==> src/rtl/alu_ctrl_pkg.sv <==
// Shared definitions for the ALU sequencing controller: opcodes, FSM states,
// accumulator shift-mode encodings and the registered control-output bundle.
package alu_ctrl_pkg;

  localparam logic [3:0] OP_NOP = 4'h0;
  localparam logic [3:0] OP_LDA = 4'h1;
  localparam logic [3:0] OP_ADD = 4'h2;
  localparam logic [3:0] OP_SUB = 4'h3;
  localparam logic [3:0] OP_AND = 4'h4;
  localparam logic [3:0] OP_MUL = 4'h5;
  localparam logic [3:0] OP_DIV = 4'h6;
  localparam logic [3:0] OP_OUT = 4'h7;
  localparam logic [3:0] OP_CLR = 4'h8;
  localparam logic [3:0] OP_SHL = 4'h9;
  localparam logic [3:0] OP_SHR = 4'hA;

  typedef enum logic [1:0] {
    ST_IDLE = 2'd0,
    ST_EXEC = 2'd1,
    ST_ITER = 2'd2
  } state_t;

  localparam logic [1:0] MODE_HOLD = 2'b00;
  localparam logic [1:0] MODE_SHR  = 2'b01;
  localparam logic [1:0] MODE_SHL  = 2'b10;
  localparam logic [1:0] MODE_LOAD = 2'b11;

  typedef struct packed {
    logic       ah_inen;
    logic       s_add;
    logic       s_sub;
    logic       s_and;
    logic       s_mul;
    logic       s_div;
    logic       acc_clr;
    logic       acc_oen;
    logic [1:0] hs;
    logic [1:0] ls;
    logic       done;
    logic       ill_op;
    logic       div_err;
  } ctrl_out_t;

  // Counter width able to hold ITER-1 (never narrower than one bit).
  function automatic int cnt_width(input int iter);
    return (iter > 32'sd2) ? $clog2(iter) : 32'sd1;
  endfunction

  // MUL always iterates; DIV iterates only when the divisor is non-zero.
  function automatic logic is_iter_op(input logic [3:0] op, input logic bz);
    return (op == OP_MUL) || ((op == OP_DIV) && !bz);
  endfunction

endpackage

==> src/rtl/alu_ctrl_cnt.sv <==
// Loadable iteration down-counter; saturates at zero and reports zero / one.
module alu_ctrl_cnt #(
  parameter int W = 2
) (
  input  logic         clk,
  input  logic         clr,
  input  logic         load,
  input  logic         dec,
  input  logic [W-1:0] load_val,
  output logic         zero,
  output logic         one
);

  logic [W-1:0] count_r;

  // Count register: clear, load on acceptance, decrement without wrap.
  always_ff @(posedge clk) begin
    if (clr) begin
      count_r <= {W{1'b0}};
    end else if (load) begin
      count_r <= load_val;
    end else if (dec && (count_r != {W{1'b0}})) begin
      count_r <= count_r - W'(1'b1);
    end else begin
      count_r <= count_r;
    end
  end

  assign zero = (count_r == {W{1'b0}});
  assign one  = (count_r == W'(1'b1));

endmodule

==> src/rtl/alu_ctrl.sv <==
// ALU sequencing controller: accepts opcodes while idle and issues registered
// datapath strobes, multi-cycle MUL/DIV iteration and status flag capture.
module alu_ctrl
  import alu_ctrl_pkg::*;
#(
  parameter int ITER = 4
) (
  input  logic       clk,
  input  logic       clr,
  input  logic       op_valid,
  input  logic [3:0] op_code,
  input  logic       breg_zero,
  input  logic       zero_flag,
  input  logic       sign_flag,
  output logic       op_ready,
  output logic       busy,
  output logic       done,
  output logic       ill_op,
  output logic       div_err,
  output logic       ah_inen,
  output logic       s_add,
  output logic       s_sub,
  output logic       s_and,
  output logic       s_mul,
  output logic       s_div,
  output logic       acc_clr,
  output logic       acc_oen,
  output logic [1:0] hs,
  output logic [1:0] ls,
  output logic       flag_z,
  output logic       flag_n
);

  localparam int CNT_W = cnt_width(ITER);
  localparam logic [CNT_W-1:0] CNT_LOAD = CNT_W'(ITER - 32'sd1);

  state_t     state_r, state_next_s;
  logic [3:0] op_r, op_sel_s;
  logic       accept_s, cnt_load_s, cnt_dec_s, cnt_zero_s, cnt_one_s, last_iter_s;
  logic       op_ready_r, flag_z_r, flag_n_r;
  ctrl_out_t  out_next_s, out_r;

  assign accept_s    = (state_r == ST_IDLE) && op_valid;
  assign cnt_load_s  = accept_s && is_iter_op(op_code, breg_zero);
  assign cnt_dec_s   = (state_r == ST_ITER) && !cnt_zero_s;
  // The iteration cycle about to be entered is the last one when the count it sees is zero.
  assign last_iter_s = (state_r == ST_IDLE) ? (CNT_LOAD == {CNT_W{1'b0}}) : cnt_one_s;

  alu_ctrl_cnt #(.W(CNT_W)) u_cnt (
    .clk      (clk),
    .clr      (clr),
    .load     (cnt_load_s),
    .dec      (cnt_dec_s),
    .load_val (CNT_LOAD),
    .zero     (cnt_zero_s),
    .one      (cnt_one_s)
  );

  // State register and opcode latch.
  always_ff @(posedge clk) begin
    if (clr) begin
      state_r <= ST_IDLE;
      op_r    <= OP_NOP;
    end else begin
      state_r <= state_next_s;
      op_r    <= accept_s ? op_code : op_r;
    end
  end

  // Next-state decode.
  always_comb begin
    state_next_s = state_r;
    case (state_r)
      ST_IDLE: begin
        if (accept_s) begin
          state_next_s = is_iter_op(op_code, breg_zero) ? ST_ITER : ST_EXEC;
        end else begin
          state_next_s = ST_IDLE;
        end
      end
      ST_EXEC: state_next_s = ST_IDLE;
      ST_ITER: begin
        if (cnt_zero_s) begin
          state_next_s = ST_IDLE;
        end else begin
          state_next_s = ST_ITER;
        end
      end
      default: state_next_s = ST_IDLE;
    endcase
  end

  assign op_sel_s = accept_s ? op_code : op_r;

  // Output decode for the cycle being entered; registered below.
  always_comb begin
    out_next_s = '0;
    case (state_next_s)
      ST_EXEC: begin
        out_next_s.done = 1'b1;
        case (op_sel_s)
          OP_NOP, OP_MUL: out_next_s.done = 1'b1;
          OP_LDA: begin
            out_next_s.ah_inen = 1'b1;
            out_next_s.hs      = MODE_LOAD;
            out_next_s.ls      = MODE_LOAD;
          end
          OP_ADD: begin
            out_next_s.s_add = 1'b1;
            out_next_s.hs    = MODE_LOAD;
          end
          OP_SUB: begin
            out_next_s.s_sub = 1'b1;
            out_next_s.hs    = MODE_LOAD;
          end
          OP_AND: begin
            out_next_s.s_and = 1'b1;
            out_next_s.hs    = MODE_LOAD;
          end
          OP_DIV:  out_next_s.div_err = 1'b1;  // DIV only reaches EXEC on a zero divisor
          OP_OUT:  out_next_s.acc_oen = 1'b1;
          OP_CLR:  out_next_s.acc_clr = 1'b1;
          OP_SHL: begin
            out_next_s.hs = MODE_SHL;
            out_next_s.ls = MODE_SHL;
          end
          OP_SHR: begin
            out_next_s.hs = MODE_SHR;
            out_next_s.ls = MODE_SHR;
          end
          default: out_next_s.ill_op = 1'b1;
        endcase
      end
      ST_ITER: begin
        out_next_s.done = last_iter_s;
        if (op_sel_s == OP_MUL) begin
          out_next_s.s_mul = 1'b1;
          out_next_s.hs    = MODE_SHR;
          out_next_s.ls    = MODE_SHR;
        end else begin
          out_next_s.s_div = 1'b1;
          out_next_s.hs    = MODE_SHL;
          out_next_s.ls    = MODE_SHL;
        end
      end
      default: out_next_s = '0;
    endcase
  end

  // Output, ready and status flag registers.
  always_ff @(posedge clk) begin
    if (clr) begin
      out_r      <= '0;
      op_ready_r <= 1'b1;
      flag_z_r   <= 1'b0;
      flag_n_r   <= 1'b0;
    end else begin
      out_r      <= out_next_s;
      op_ready_r <= (state_next_s == ST_IDLE);
      flag_z_r   <= out_r.done ? zero_flag : flag_z_r;
      flag_n_r   <= out_r.done ? sign_flag : flag_n_r;
    end
  end

  assign op_ready = op_ready_r;
  assign busy     = ~op_ready_r;
  assign done     = out_r.done;
  assign ill_op   = out_r.ill_op;
  assign div_err  = out_r.div_err;
  assign ah_inen  = out_r.ah_inen;
  assign s_add    = out_r.s_add;
  assign s_sub    = out_r.s_sub;
  assign s_and    = out_r.s_and;
  assign s_mul    = out_r.s_mul;
  assign s_div    = out_r.s_div;
  assign acc_clr  = out_r.acc_clr;
  assign acc_oen  = out_r.acc_oen;
  assign hs       = out_r.hs;
  assign ls       = out_r.ls;
  assign flag_z   = flag_z_r;
  assign flag_n   = flag_n_r;

endmodule

==> config.mk <==
export PLATFORM = sky130hd
export DESIGN_NAME = alu_ctrl
export DESIGN_NICKNAME = d
export VERILOG_FILES = /design/src/rtl/alu_ctrl_pkg.sv /design/src/rtl/alu_ctrl_cnt.sv /design/src/rtl/alu_ctrl.sv
export SDC_FILE = /design/constraint.sdc
export NUM_CORES = 1
export LEC_CHECK = 0
export BUFFER_PORTS_ARGS = -buffer_cell sky130_fd_sc_hd__buf_2
export CAP_MARGIN = 5
export CELL_PAD_IN_SITES_DETAIL_PLACEMENT = 0
export CELL_PAD_IN_SITES_GLOBAL_PLACEMENT = 1
export CORE_UTILIZATION = 42
export DETAILED_ROUTE_END_ITERATION = 10
export PLACE_DENSITY_LB_ADDON = 0.1
export SLEW_MARGIN = 20
export SYNTH_ARGS = -nofsm -noshare
export SYNTH_HDL_FRONTEND = slang
export SYNTH_SLANG_ARGS = --single-unit
==> constraint.sdc <==
create_clock -name clk -period 6.1 [get_ports clk]
set_input_delay 0.915 -clock clk [delete_from_list [all_inputs] [get_ports clk]]
set_output_delay 0.915 -clock clk [all_outputs]
set_load 0.05 [all_outputs]
* Yosys cells after proc, flatten, opt, wreduce, memory -nomap -nowiden
Cells that the tools add are included.
** Storage, ports and cells
- Latch bits :: 0
- Bits in writable memories :: 0
- Bits in registers :: 26
- Output and inout port bits :: 19
- ROM bits :: 0
- Memories kept :: 0
** Cells by class
- Muxes and demuxes :: 22
- Equality and inequality tests :: 16
- Order comparisons :: 0
- Bitwise gates (word level) :: 3
- Reduce and logical (&&, ||, !) cells :: 18
- Multiply operators :: 0
- Shifts and indexed selects :: 0
- Add/subtract/negate cells :: 1
- Div/mod/pow operators :: 0
** Operators by type and width (count)
- 4-bit by 3-bit equality test with 1-bit output, second input constant :: 6
- 4-bit equality test, second input constant :: 3
- 2-bit one-hot mux with 3 select lines :: 2
- 1-bit 2-to-1 mux :: 11
- 11-bit OR reduction :: 1
- 2-bit 2-to-1 mux :: 5
- 5-bit one-hot mux with 2 select lines :: 1
- 4-bit by 2-bit equality test with 1-bit output, second input constant :: 2
- 4-bit 2-to-1 mux :: 2
- 2-bit zero test :: 3
- 1-bit logical AND :: 5
- 2-bit by 1-bit equality test with 1-bit output, second input constant :: 2
- 2-bit equality test, second input constant :: 2
- 4-bit by 1-bit equality test with 1-bit output, second input constant :: 1
- 4-bit zero test :: 1
- 2-bit one-hot mux with 2 select lines :: 1
- 2-bit nonzero test :: 2
- 2-bit OR reduction :: 2
- 4-bit OR reduction :: 1
- 1-bit NOT :: 3
- 1-bit zero test :: 2
- 2-bit by 1-bit subtractor with 2-bit output, second input constant :: 1
- 1-bit logical OR :: 1

* Depth between registers and ports, before layout
- Depth in word-level cells :: 9
- Mapped depth :: 8

* By module
A second synthesis with hierarchy kept.
** Second synthesis, totals
- Cell total of the unflattened synthesis :: 139
- Area, all modules :: 1275.0 µm²
** By module, submodules not included
- alu_ctrl :: area an instance 1136.1 µm², cells each 124, times used 1, seq. area each 480.5 µm²
- alu_ctrl_cnt :: area an instance 138.9 µm², cells each 15, times used 1, seq. area each 40.0 µm²

* Least setup slack after synthesis
Ideal clock, no wire load.
- Path type :: input -> register
- Start :: in op_code[0]
- End :: reg out_r (netlist bit ls[0])
- Slack :: 3.534 ns
- Arrival :: 2.446 ns
- Stages :: 8
- Cell sequence :: or3b_2 > a21oi_1 > nand2b_1 > inv_1 > ha_1 > nand2b_1 > nor4_1 > o31a_1
** Between the ends
- Cells in the longest elaborated chain, start to end :: 8
** Ends and longest elaborated chain
- start, declared :: RTL line alu_ctrl.sv:11 : input logic [3:0] op_code,
- 4-bit by 3-bit equality test with 1-bit output :: RTL line alu_ctrl_pkg.sv:51 : return (op == OP_MUL) || ((op == OP_DIV) && !bz);
- 1-bit logical AND :: RTL line alu_ctrl_pkg.sv:51
- 1-bit logical OR * :: RTL line alu_ctrl_pkg.sv:51
- 2-bit 2-to-1 mux * :: RTL line alu_ctrl.sv:76 : state_next_s = is_iter_op(op_code, breg_zero) ? ST_ITER : ST_EXEC;
- 2-bit 2-to-1 mux * :: RTL line alu_ctrl.sv:75 : if (accept_s) begin
- 2-bit one-hot mux with 2 select lines * :: RTL line alu_ctrl.sv:73 : case (state_r)
- net state_next_s[0] :: RTL line alu_ctrl.sv:37 : state_t state_r, state_next_s;
- 2-bit equality test / 2-bit by 1-bit equality test with 1-bit output (equally long branches) :: RTL line alu_ctrl.sv:98 : case (state_next_s)
- 5-bit one-hot mux with 2 select lines * :: RTL line alu_ctrl.sv:98
- end signal, assigned :: RTL line alu_ctrl.sv:158 : out_r <= out_next_s;
- end, declared :: RTL line alu_ctrl.sv:41 : ctrl_out_t out_next_s, out_r;
Mark *: on every way through the listed nets, which the timed path passes. The rest lies on a longest branch.
A chain may end at the register's enable or synchronous reset.

* Final worst setup path
- Start :: in op_code[1]
- End :: reg out_r (netlist bit ls[0])
Same word-level chain as after synthesis.

==> flow_summary_export.csv <==
group,metric,value,unit
route,remaining_drc_errors,0,
clocking,cts_tree,"built",
synthesis,yosysSeqAreaShare,41.68,%
sta,skew,0.0006805,ns
route,wirelength,2533,µm
finish,antenna_cells,0,
min_path,min_path_type,"reg -> reg",
run_status,status,"finished clean",
synthesis,syn_inst,142,
critical_path,endpoint_kind,"flop",
critical_path,cpMostUsedCell,"nand2b_1",
floorplan,dieArea,3195,µm²
min_path,hold_depth,2,
sta,rsz0062_at_grt,"no",
critical_path,cp_cell_sequence,"buf_2 > or3b_2 > a21oi_1 > nand2b_1 > inv_1 > ha_1 > nand2b_1 > nor4_1 > o31a_1",
sta,setup_viol,0,
sta,finalCritPeriodShare,44.99,%
route,vias,1047,
critical_path,crit_type,"in -> reg",
critical_path,ff2ff_path_depth,8,
critical_path,critical_path.startpoint,"op_code[1]",
clocking,clk_pin_slew,0.13,ns
sta,finalHoldViolCount,0,
critical_path,path_max_fanout,13,
power,clkPwrFrac,26.0,%
global_routing,track_usage,17.03,%
critical_path,worst_ep_required_time,6.31,ns
power,sequentialPowerShare,56.4,%
synthesis,synth_enable_flop_cells,0,
critical_path,cp_slowest_cell,"or3b_2",
synthesis,ys_ff_latch,26,
finish,drive_gt1_share,23.49,%
sta,whs,0.5053,ns
global_routing,grt_pass1_wl,4319,µm
route,drt_first_pass_iters,4,
clocking,htree_levels,1,
clocking,cts_hold_buf,0,
synthesis,syn_area_per_cell,8.794,µm²
placed_design,dp_hpwl,1980,µm
global_routing,grt_pass1_vias,923,
placed_design,placed_cells_incl_taps,193,
critical_path,r2r_slack,3.96,ns
min_path,hp-start,"flag_z$_SDFFE_PP0P_",
run,drv_cap,0,
critical_path,crit-reg2reg-launch,"u_cnt.count_r[0]$_SDFFE_PP0P_",
clocking,cts_root_buffer,"clkbuf_4",
global_routing,grt_antenna_before_repair,0,
critical_path,path_depth,9,
floorplan,design.core.area,2781,µm²
sta,slew_headroom,56.72,%
floorplan,die_y,56.53,µm
power,pwr_density_cell,224.1,nW/µm²
power,p_switching,89.50,µW
finish,design_area,1430,µm²
sta,finalSetupTns,0,ns
placed_design,place_congestion,0.8463,
floorplan,ioPinCount,29,
floorplan,die_w,56.53,µm
synthesis,synth_top_flop_cell,"dfxtp_1",
synthesis,synth_fp_nets,157,
power,combPwrFrac,17.7,%
clocking,ctsResizeCount,0,
sta,finalWorstSetupSlack,3.355,ns
power,p_leak,0.0006320,µW
finish,stdcell_count,197,
power,p_int,230.9,µW
sta,maxSlewViolCount,0,
min_path,min_to,"flag_z$_SDFFE_PP0P_",
sta,tightest_slew,0.6491,ns
route,routedWlPerCell,12.86,µm
sta,fmax,0.3643,GHz
critical_path,path_buf_inv,2,
critical_path,r2r_end,"hs[0]$_SDFF_PP0_",
global_routing,grt_max_degree,17,
clocking,clockBufferDepth,2,
route,drtIter0Drc,45,
clocking,post_cts_buffers,0,
critical_path,startpoint_type,"primary input",
finish,num-fill-cells,294,
placed_design,postPlaceCellArea,1389,µm²
synthesis,synth_warnings,0,
sta,timing.final.crit_period,2.745,ns
critical_path,critPathTopFamily,"simple AND/OR/NAND/NOR gates",
synthesis,synth.distinct_cells,34,
finish,final_net_count,182,
synthesis,netlist_area,1249,µm²
global_routing,grt-ovfl-total,0,
clocking,numCtsBuffers,3,
placed_design,dp_slack,2.916,ns
clocking,clock_latency,0.31,ns
critical_path,max_stage_delay,0.46,ns
finish,area_delta_synth_final,14.53,%
route,vias_per_cell,5.315,
power,switching_share,27.93,%
critical_path,cp_data_arrival_time,2.95,ns
placed_design,port_buffers,28,
floorplan,placementRows,19,
clocking,cts.sinks,26,
route,ant_nets,0,
power,ir_drop,0.1450,mV
floorplan,initial_core_util,44.89,%
synthesis,async_flop_share,0,%
[logic make-up after synthesis]
family	share of synthesized area, %
AND/OR/NAND/NOR	26.95
AO/OA/AOI/OAI	14.93
flip-flops	41.68
buffers and inverters	4.909
multiplexers	5.812
adder cells (fa/ha/maj)	5.010
XOR/XNOR	0.7015
[synthesized netlist by cell type, drive strengths merged, types with 2 or more instances]
cell     n  area share (%)
buf      2             1.3
mux2i    6             5.8
or3b     2             1.4
nand2b   8             4.0
dfxtp   26              42
inv      6             1.8
clkbuf   6             1.8
nor4     2             1.0
and4bb   2             2.0
o21ai    4             1.6
nor2b    3             1.5
a31oi    2             1.0
o22ai    2             1.0
nand3    2            0.80
ha       5             5.0
nor3     3             1.2
o31ai    3             1.8
a21oi   11             4.4
a211oi   5             3.0
and3b    3             2.1
nor3b    4             2.8
nand2    9             2.7
nor2    19             5.7
[power groups by stage]
stage	Sequential, µW	Clock, µW	Combinational [µW]
after floorplan	191	0	36.4
after global placement	184	0	56.1
after detailed placement	184	0	56.4
after CTS	181	86.7	56.7
after global routing	182	94.2	62.3
final	181	83.2	56.6
[layout make-up]
class / count / area, µm² / share of cell area [%]
multi-input cells: 102 / 671.9 / 46.98
inverters: 6 / 22.52 / 1.575
flip-flops and latches: 26 / 520.5 / 36.40
well taps: 31 / 38.79 / 2.712
repair buffers: 28 / 140.1 / 9.799
clock buffers: 4 / 36.28 / 2.537
[tightest hold or removal path: stages, from the launching register on]
cell	delay (ns)
dfxtp_1	0.34
mux2i_1	0.06
nor2_1	0.07
[metal layers]
layer	vias up	wire length, µm	global-route usage [%]	share of wire [%]
met2	26	1124	26.22	44
met3	2	121	3.226	4.8
met1	474	1268	24.46	50
li1	545	-	-	-
met5	-	0	0	0
met4	0	19	4.181	0.75
[worst max path at each step]
stage	end	slack, ns
6_report	ls[0]$_SDFF_PP0_	3.36
3_3_place_gp	ls[0]$_SDFF_PP0_	3.03
5_1_grt	ls[0]$_SDFF_PP0_	3.28
3_5_place_dp	div_err$_SDFF_PP0_	2.92
4_1_cts	div_err$_SDFF_PP0_	3.24
2_1_floorplan	ls[0]$_SDFF_PP0_	3.53
[per-stage QoR]
stage                     total power, µW  util, %
final                               320.4    51.42
after global routing                338.1    51.42
after CTS                           323.9    51.24
after detailed placement            240.8    49.93
after global placement              240.2    49.93
after floorplan                     227.2        -
[registers in the layout, summed over array words and instances, names as in the netlist]
signal and count:
op_r 4, hs 2, ls 2, state_r 2, u_cnt.count_r 2, acc_clr 1
acc_oen 1, ah_inen 1, div_err 1, done 1, flag_n 1, flag_z 1
ill_op 1, op_ready 1, s_add 1, s_and 1, s_div 1, s_mul 1
s_sub 1
[layout by cell type, fill, tap and decap left out, types with 3 or more instances in the layout]
cell      count
a211oi_1      5
a21oi_1      11
and3b_1       3
buf_2        28
clkbuf_4      3
dfxtp_1      26
ha_1          5
inv_1         6
mux2i_1       5
nand2_1       9
nand2b_1      8
nor2_1       19
nor2b_1       3
nor3_1        3
o21ai_0       4
o31ai_1       3
(Power assumes the default switching activity.)
